File: src/rtl/act_buf_pkg.sv
// Shared types and helpers for the activation buffer datapath.
// Holds the read-gather FSM encoding and the lane index sizing rule.
package act_buf_pkg;

   typedef enum logic [1:0] {
      IDLE  = 2'd0,
      ISSUE = 2'd1,
      DRAIN = 2'd2,
      DONE  = 2'd3
   } state_t;

   // A single lane still needs one bit to hold index zero.
   function automatic int lane_w(input int n);
      return (n > 1) ? $clog2(n) : 1;
   endfunction

endpackage

File: src/rtl/next_lane_finder.sv
// Finds the lowest set mask bit whose index is at or above ptr.
// Purely combinational; found is low when no such bit exists.
module next_lane_finder
   import act_buf_pkg::*;
#(
   parameter int numLanes  = 8,
   parameter int laneWidth = lane_w(numLanes)
) (
   input  logic [numLanes-1:0]  mask,
   input  logic [laneWidth-1:0] ptr,
   output logic [laneWidth-1:0] idx,
   output logic                 found
);

   always_comb begin
      idx   = '0;
      found = 1'b0;
      // Descending scan so the lowest qualifying lane wins.
      for (int i = numLanes - 1; i >= 0; i--) begin
         if (mask[i] && (laneWidth'(i) >= ptr)) begin
            idx   = laneWidth'(i);
            found = 1'b1;
         end
      end
   end

endmodule

File: src/rtl/sipo_read_gather.sv
// Serializes one parallel read request onto the buffer read port
// and gathers the in-order responses back into a parallel word.
module sipo_read_gather
   import act_buf_pkg::*;
#(
   parameter int numParallelOut     = 8,
   parameter int readInterfaceWidth = 32,
   parameter int readAddrWidth      = 16,
   parameter int maxOutstanding     = 4
) (
   input  logic                                         clk,
   input  logic                                         nrst,
   input  logic                                         req_valid,
   output logic                                         req_ready,
   input  logic [numParallelOut*readAddrWidth-1:0]      req_addr,
   input  logic [numParallelOut-1:0]                    req_mask,
   output logic                                         mem_ren,
   output logic [readAddrWidth-1:0]                     mem_addr,
   input  logic                                         mem_ready,
   input  logic                                         mem_rvalid,
   input  logic [readInterfaceWidth-1:0]                mem_rdata,
   output logic                                         out_valid,
   input  logic                                         out_ready,
   output logic [numParallelOut*readInterfaceWidth-1:0] data_out,
   output logic [numParallelOut-1:0]                    mask_out
);

   localparam int NP = numParallelOut;
   localparam int DW = readInterfaceWidth;
   localparam int AW = readAddrWidth;
   localparam int LW = lane_w(NP);
   localparam int CW = $clog2(maxOutstanding + 1);

   state_t state;
   state_t state_n;

   logic [NP*AW-1:0] addr_q;
   logic [NP-1:0]    mask_q;
   logic [NP*DW-1:0] data_q;
   logic [LW-1:0]    iss_ptr;
   logic [LW-1:0]    rsp_ptr;
   logic [LW-1:0]    iss_idx;
   logic [LW-1:0]    rsp_idx;
   logic             iss_found;
   logic             rsp_found;
   logic [CW-1:0]    outst;

   logic accept;
   logic issue;
   logic resp;
   logic iss_last;
   logic rsp_last;
   logic busy;

   next_lane_finder #(
      .numLanes  (NP),
      .laneWidth (LW)
   ) u_iss_find (
      .mask  (mask_q),
      .ptr   (iss_ptr),
      .idx   (iss_idx),
      .found (iss_found)
   );

   next_lane_finder #(
      .numLanes  (NP),
      .laneWidth (LW)
   ) u_rsp_find (
      .mask  (mask_q),
      .ptr   (rsp_ptr),
      .idx   (rsp_idx),
      .found (rsp_found)
   );

   // Last lane: no active mask bit above the selected index.
   assign iss_last = ((mask_q >> iss_idx) >> 1) == '0;
   assign rsp_last = ((mask_q >> rsp_idx) >> 1) == '0;

   assign busy   = (state == ISSUE) || (state == DRAIN);
   assign accept = req_valid && req_ready;
   assign issue  = mem_ren && mem_ready;
   assign resp   = busy && mem_rvalid && (outst != '0) && rsp_found;

   always_ff @(posedge clk or negedge nrst) begin
      if (!nrst) begin
         state <= IDLE;
      end else begin
         state <= state_n;
      end
   end

   always_comb begin
      state_n   = state;
      req_ready = 1'b0;
      mem_ren   = 1'b0;
      mem_addr  = '0;
      out_valid = 1'b0;
      unique case (state)
         IDLE: begin
            req_ready = 1'b1;
            if (req_valid) begin
               state_n = (req_mask == '0) ? DONE : ISSUE;
            end
         end
         ISSUE: begin
            mem_ren  = iss_found && (outst < CW'(maxOutstanding));
            mem_addr = addr_q[iss_idx*AW +: AW];
            if (issue && iss_last) begin
               state_n = DRAIN;
            end
         end
         DRAIN: begin
            if (resp && rsp_last) begin
               state_n = DONE;
            end
         end
         DONE: begin
            out_valid = 1'b1;
            if (out_ready) begin
               state_n = IDLE;
            end
         end
         default: state_n = IDLE;
      endcase
   end

   always_ff @(posedge clk or negedge nrst) begin
      if (!nrst) begin
         addr_q  <= '0;
         mask_q  <= '0;
         data_q  <= '0;
         iss_ptr <= '0;
         rsp_ptr <= '0;
         outst   <= '0;
      end else begin
         if (accept) begin
            addr_q  <= req_addr;
            mask_q  <= req_mask;
            data_q  <= '0;
            iss_ptr <= '0;
            rsp_ptr <= '0;
            outst   <= '0;
         end
         // Pointer may wrap after the top lane; the FSM has left ISSUE/DRAIN by then.
         if (issue) begin
            iss_ptr <= iss_idx + LW'(1);
         end
         if (resp) begin
            data_q[rsp_idx*DW +: DW] <= mem_rdata;
            rsp_ptr                  <= rsp_idx + LW'(1);
         end
         case ({issue, resp})
            2'b10:   outst <= outst + CW'(1);
            2'b01:   outst <= outst - CW'(1);
            default: outst <= outst;
         endcase
      end
   end

   assign data_out = data_q;
   assign mask_out = mask_q;

endmodule

File: config.mk
export PLATFORM = sky130hd
export DESIGN_NAME = sipo_read_gather
export DESIGN_NICKNAME = d
export VERILOG_FILES = /design/src/rtl/act_buf_pkg.sv /design/src/rtl/next_lane_finder.sv /design/src/rtl/sipo_read_gather.sv
export SDC_FILE = /design/constraint.sdc
export NUM_CORES = 1
export LEC_CHECK = 0
export ABC_AREA = 1
export CORE_AREA = 2 2 196 198
export DETAILED_ROUTE_END_ITERATION = 16
export DIE_AREA = 0 0 198 200
export GPL_ROUTABILITY_DRIVEN = 0
export PLACE_DENSITY = 0.76
export SLEW_MARGIN = 20
export SYNTH_ARGS = -nofsm -noshare
export SYNTH_HDL_FRONTEND = slang
export SYNTH_SLANG_ARGS = --single-unit
File: constraint.sdc
create_clock -name clk -period 4.69 [get_ports clk]
set_clock_uncertainty 0.15 [all_clocks]
set_input_delay 0.938 -clock clk [delete_from_list [all_inputs] [get_ports clk]]
set_output_delay 0.938 -clock clk [all_outputs]
set_load 0.02 [all_outputs]
==> results of run 1 <==
## final cells by class
cell class / count / area [um^2] / share of cell area (%)
Inverter: 84 / 318 / 1.34
Tap cell: 511 / 639 / 2.69
Clock buffer: 65 / 1320 / 5.56
Clock inverter: 13 / 96.3 / 0.406
Timing Repair Buffer: 486 / 4880 / 20.6
Sequential cell: 403 / 10100 / 42.5
Multi-Input combinational cell: 1366 / 6400 / 27.0
Antenna cell: 2 / 5.00 / 0.0211
## per-stage QoR
stage | hold slack [ns] | instances | utilization, % | area, um^2
4_1_cts | 0.331 | 2928 | 63.5 | 23700
3_5_place_dp | 0.311 | 2850 | 59.7 | 22300
2_1_floorplan | 0.294 | 1996 | - | 17300
6_report | 0.264 | 2930 | 63.5 | 23700
5_1_grt | 0.352 | 2930 | 63.5 | 23700
3_3_place_gp | 0.308 | 2850 | 59.7 | 22300
## state kept, by name (all words and copies together), names as in the netlist
name	flops
rsp_ptr	3
addr_q	128
data_out	256
state	2
mask_out	8
iss_ptr	3
outst	3
## worst max-delay path: cells and delay by family (launching register included)
family | cells | cell delay [ns]
AOI/OAI and AO/OA | 2 | 0.23
and+or+nand+nor | 12 | 1.19
DFF | 1 | 0.42
buffers and inverters | 2 | 0.94
## logic make-up (layout without fill, tap and decap cells)
family	count (synthesis)	count (layout)	share of synthesized area, %
simple gates	994	994	24.4
fa+ha+maj	11	11	0.837
flops	403	403	58.1
buf+inv	227	648	5.32
compound gates	357	357	11.1
other cells	0	2	0
xor+xnor	4	4	0.202
## path summary, 6_finish.rpt
kind / startpoint / endpoint / slack, ns / cells past startpoint
hold / removal: nrst / data_out[133] / 0.26 / 1
setup reg to reg: rsp_ptr[1] / data_out[203] / 1.07 / 13
setup / recovery: iss_ptr[1] / mem_addr[12] / 0.24 / 16
min in group clk: addr_q[87] / addr_q[87] / 0.33 / 2
max in group asynchronous: nrst / data_out[252] / 3.09 / 2
hold reg to reg: addr_q[87] / addr_q[87] / 0.33 / 2
## synth_stat cells
| cell type | number |
|---|---|
| nor2_4 | 3 |
| clkinv_1 | 2 |
| nand2_4 | 2 |
| nand3_1 | 325 |
| ha_1 | 10 |
| a21boi_1 | 1 |
| nor2_1 | 60 |
| o21ai_4 | 1 |
| o21ai_0 | 189 |
| nand2_1 | 586 |
| a21oi_1 | 37 |
| o22ai_1 | 36 |
| nor4_1 | 2 |
| or2_2 | 2 |
| nor3_1 | 2 |
| inv_1 | 77 |
| a31oi_1 | 3 |
| xnor2_1 | 2 |
| clkbuf_1 | 86 |
| buf_1 | 20 |
| nand4_2 | 2 |
| o21ai_1 | 58 |
| dfrtp_1 | 403 |
| nand2_2 | 4 |
| nor2_2 | 4 |
| o31ai_1 | 32 |
| fa_1 | 1 |
| xor2_1 | 2 |
| buf_2 | 25 |
| buf_4 | 10 |
| nand4_1 | 2 |
| inv_2 | 5 |
| clkbuf_2 | 2 |
## routing by layer
metal	global-route usage, %	vias to the layer above
li1	-	7440
met3	5.81	224
met4	22.3	0
met2	48.6	960
met5	0	-
met1	37.5	7882
## power breakdown
part	switching, mW	internal (mW)	leakage (nW)
clock network	1.42	1.95	0.704
logic	5.95	3.01	4.75
registers	0.730	4.60	5.38
## what timing repair did
action,CTS,global route
gates resized for setup,0,1
buffers inserted,0,0
setup endpoints to repair,0,16
hold buffers,0,0
==> results.cfg, run 1 <==
[timing]
max_slew_margin_pct = 12.7
worst_slew_pin_slew_ns = 1.31
hold_violations = 0
slew_violations = 0
rsz0062_at_grt = yes
fin_setup_tns_ns = 0
setup_slack_ns = 0.242
fin_crit_sh_pct = 94.8
finalSetupViolCount = 0
period_needed_ns = 4.45
fmax_mhz = 225

[drt]
drc = 0
wl_per_cell_um = 20.7
topRoutingLayerUsed = met4
ant_nets = 0
drtPass1Iterations = 8
wl_met1_um = 22400
route.met3.wl_um = 5080
wl_um = 60600
route.vias.total = 16500
routed_via_density = 5.63
first_iter_violations = 1328
wl_met2_um = 28100

[cts]
clkLatencyLatePin_ns = 0.56
ctsRootBufferMaster = clkbuf_16
cts_sinks = 403
cts.path.max_buffers = 3
cts_tree = yes
cts.clk_slew.worst_paths_ns = 0.06
cts_made_buffers = 43
cts_htree_levels = 2

[floorplan]
core_mm2 = 0.0374
fp.dieW_um = 198
initial_core_util_pct = 46.4
ioPinCount = 457
rows = 71
die_h_um = 200
dieArea_mm2 = 0.0396

[final_layout]
final_cell_mix = nand2_1, clkdlybuf4s50_1, dfrtp_1
layout-drive-gt1-share_pct = 5.59
final_nets = 2569
final_common_cell = nand2_1
syn2layout_area_growth_pct = 36.9
fillerInstances = 3140

[synth]
synth_nets = 2181
synthTopCellsByArea = dfrtp_1, nand2_1, nand3_1
ys_ff_latch = 403
synth_warnings = 0
syn_area_per_cell_um2 = 8.69
ys_types = 33
synth_top_area_share_pct = 58.1
yosysSeqAreaShare_pct = 58.1
synth.largest_area_cell = dfrtp_1
syn_inst = 1996
syn_area_mm2 = 0.0173

[global_routing]
overflow = 0
grt_pass1_wl_um = 92700
grtUsageTotal_pct = 30.5
grt_pass1_vias = 16200
grt_antenna_before_repair = 2
grt_max_degree = 243

[critical_path]
cp_slowest_stage_delay_ns = 0.62
crit_arrival_ns = 3.36
path_cells = nand3_1 -> nand2_1 -> nand2_1 -> nand2_1 -> nand2_1 -> nand2_1 -> nand2_1 -> nand2_1 -> nand2_4 -> buf_4 -> a21oi_1 -> o21ai_0 -> nand3_1 -> nand2_1 -> nor2_1 -> clkdlybuf4s50_1
critPathKind = register to output pin
cp-start-kind = register
cp-end-kind = output pin
crit_slowest_cell = clkdlybuf4s50_1
worst_path_most_repeated_cell = nand2_1
crit_fanout = 42
crit_required_ns = 3.60

[placement]
io_buffers = 456
post-place-ws_ns = 0.645
place_hpwl_um = 42400

[outcome]
status = finished clean

[pwr]
leakagePower_nw = 10.8
vdd_ir_drop_max_mv = 0.651
p_per_area_mw_per_mm2 = 744
design_power_total_mw = 17.7

[hold_path]
min_path_type = input port to asynchronous set/reset pin

[flow_run]
maxCapViolations = 0
Power figures use the tool's default switching activity.
==> run 2, diff against run 1 <==
--- a/config.mk
+++ b/config.mk
@@ -6,9 +6,9 @@
 export NUM_CORES = 1
 export LEC_CHECK = 0
 export ABC_AREA = 1
-export CORE_AREA = 2 2 196 198
+export CORE_AREA = 4 4 198 200
 export DETAILED_ROUTE_END_ITERATION = 16
-export DIE_AREA = 0 0 198 200
+export DIE_AREA = 0 0 202 204
 export GPL_ROUTABILITY_DRIVEN = 0
 export PLACE_DENSITY = 0.76
 export SLEW_MARGIN = 20
==> results.cfg, run 2 (same netlist as run 1, synthesis figures left out) <==
[outcome]
status = finished clean

[placement]
place_hpwl_um = 43600
dp.cells = 2854
io_buffers = 456
postPlaceCellArea_mm2 = 0.0223
post-place-ws_ns = 0.653

[timing]
setup_slack_ns = 0.0898
fin_setup_tns_ns = 0
timing.hold.ws_ns = 0.322
finalSetupViolCount = 0
slew_violations = 0
max_slew_margin_pct = 12.8
worst_slew_pin_slew_ns = 1.31
period_needed_ns = 4.60
rsz0062_at_grt = yes
fin_crit_sh_pct = 98.1
fmax_mhz = 217
hold_violations = 0

[global_routing]
grt_pass1_vias = 16100
overflow = 0
grt_max_degree = 239
grt_antenna_before_repair = 1
grtUsageTotal_pct = 28.8
grt_pass1_wl_um = 94000

[cts]
cts_made_buffers = 42
cts.clk_slew.worst_paths_ns = 0.06
clkLatencyLatePin_ns = 0.54
ctsRootBufferMaster = clkbuf_16
cts_htree_levels = 2
cts.path.max_buffers = 3
ctsHoldBuffers = 0
cts_tree = yes
cts_sinks = 403

[final_layout]
final_cell_mix = nand2_1, clkdlybuf4s50_1, dfrtp_1
layout-drive-gt1-share_pct = 6.06
largest_register_ffs = 256
register_area_mm2 = 0.0101
final_common_cell = nand2_1
stdcell_area_mm2 = 0.0239
final_util_pct = 64.0
multi_input_area_mm2 = 0.00643
syn2layout_area_growth_pct = 37.9
layout.cells.non_filler = 2937
fillerInstances = 3004
final_nets = 2580

[critical_path]
cp_slowest_stage_delay_ns = 0.63
path_cells = nor2_1 -> nand2_1 -> nand2_1 -> inv_1 -> nand2_1 -> clkinvlp_4 -> buf_4 -> buf_4 -> nor2_1 -> o21ai_0 -> nand3_1 -> nand2_1 -> nor2_1 -> clkdlybuf4s50_1
crit_slowest_cell = clkdlybuf4s50_1
crit_arrival_ns = 3.51
ff2ff_path_depth = 14
crit_fanout = 12
critPathKind = register to output pin
crit_required_ns = 3.60
rr_endpoint = data_out[197]
reg2reg_slack_ns = 0.99
cp-end-kind = output pin
regToRegStartpoint = rsp_ptr[1]
worst_path_most_repeated_cell = nand2_1
cp-start-kind = register

[pwr]
vdd_ir_drop_max_mv = 0.684
design_power_total_mw = 18.0
p_per_area_mw_per_mm2 = 754
leakagePower_nw = 11.0

[drt]
route.vias.total = 16500
ant_nets = 0
wl_per_cell_um = 21.1
drc = 0
routed_via_density = 5.61
first_iter_violations = 1687
wl_um = 61900
drtPass1Iterations = 6

[floorplan]
dieArea_mm2 = 0.0412
die_h_um = 204
fp.dieW_um = 202
ioPinCount = 457
core_mm2 = 0.0374
rows = 71
initial_core_util_pct = 46.4

[hold_path]
min_path_type = input port to asynchronous set/reset pin

[flow_run]
maxCapViolations = 0
## run 2: cell count changes in the layout (fill, tap and decap cells not counted), moves of 3 or more
cell             delta
bufinv_16           +4
clkinvlp_4          +3
dlymetal6s2s_1      +3
clkinv_2            -3
clkdlybuf4s50_1     -3
buf_4              +11
clkbuf_1            -3
## run 2: where the power goes
part | internal, mW | switching [mW] | leakage [nW]
sequential | 4.60 | 0.732 | 5.38
combinational | 3.15 | 6.05 | 4.86
clock | 2.11 | 1.40 | 0.719
total | 9.86 | 8.18 | 11.0
## run 2: worst max path at each step
stage | start | end | slack [ns] | cells past startpoint
after floorplan | mask_out[3] | mem_addr[10] | 1.69 | 8
after global placement | iss_ptr[2] | mem_addr[11] | 0.70 | 15
after detailed placement | iss_ptr[2] | mem_addr[11] | 0.65 | 13
after CTS | iss_ptr[2] | mem_addr[11] | 0.02 | 13
after global routing | iss_ptr[2] | mem_addr[12] | -0.03 | 14
final | iss_ptr[2] | mem_addr[12] | 0.09 | 14
## run 2: layout make-up
type / instances / area share, %
Antenna cell: 1 / 0.0105
Clock buffer: 60 / 5.31
Clock inverter: 14 / 0.853
Inverter: 84 / 1.34
Multi-Input combinational cell: 1367 / 26.9
Sequential cell: 403 / 42.2
Tap cell: 511 / 2.67
Timing Repair Buffer: 497 / 20.8
## run 2: timing repair
item                       4_1_cts  5_1_grt
setup endpoints to repair        0       16
gates resized for setup          0        7
buffers inserted                 0        7
## run 2: metal layers
layer	vias up	share of wire, %	global-route usage, %
li1	7442	-	-
met1	7924	38	37.4
met2	943	47	46.5
met3	177	8.5	5.47
met4	0	6.4	14.9
met5	-	0	0
## run 2: critical path: cells and delay by family, from the launching register on
| family | cells | cell delay [ns] |
|---|---|---|
| AND/OR/NAND/NOR | 8 | 1.09 |
| buffers and inverters | 5 | 1.35 |
| flip-flops | 1 | 0.43 |
| AO/OA/AOI/OAI | 1 | 0.08 |
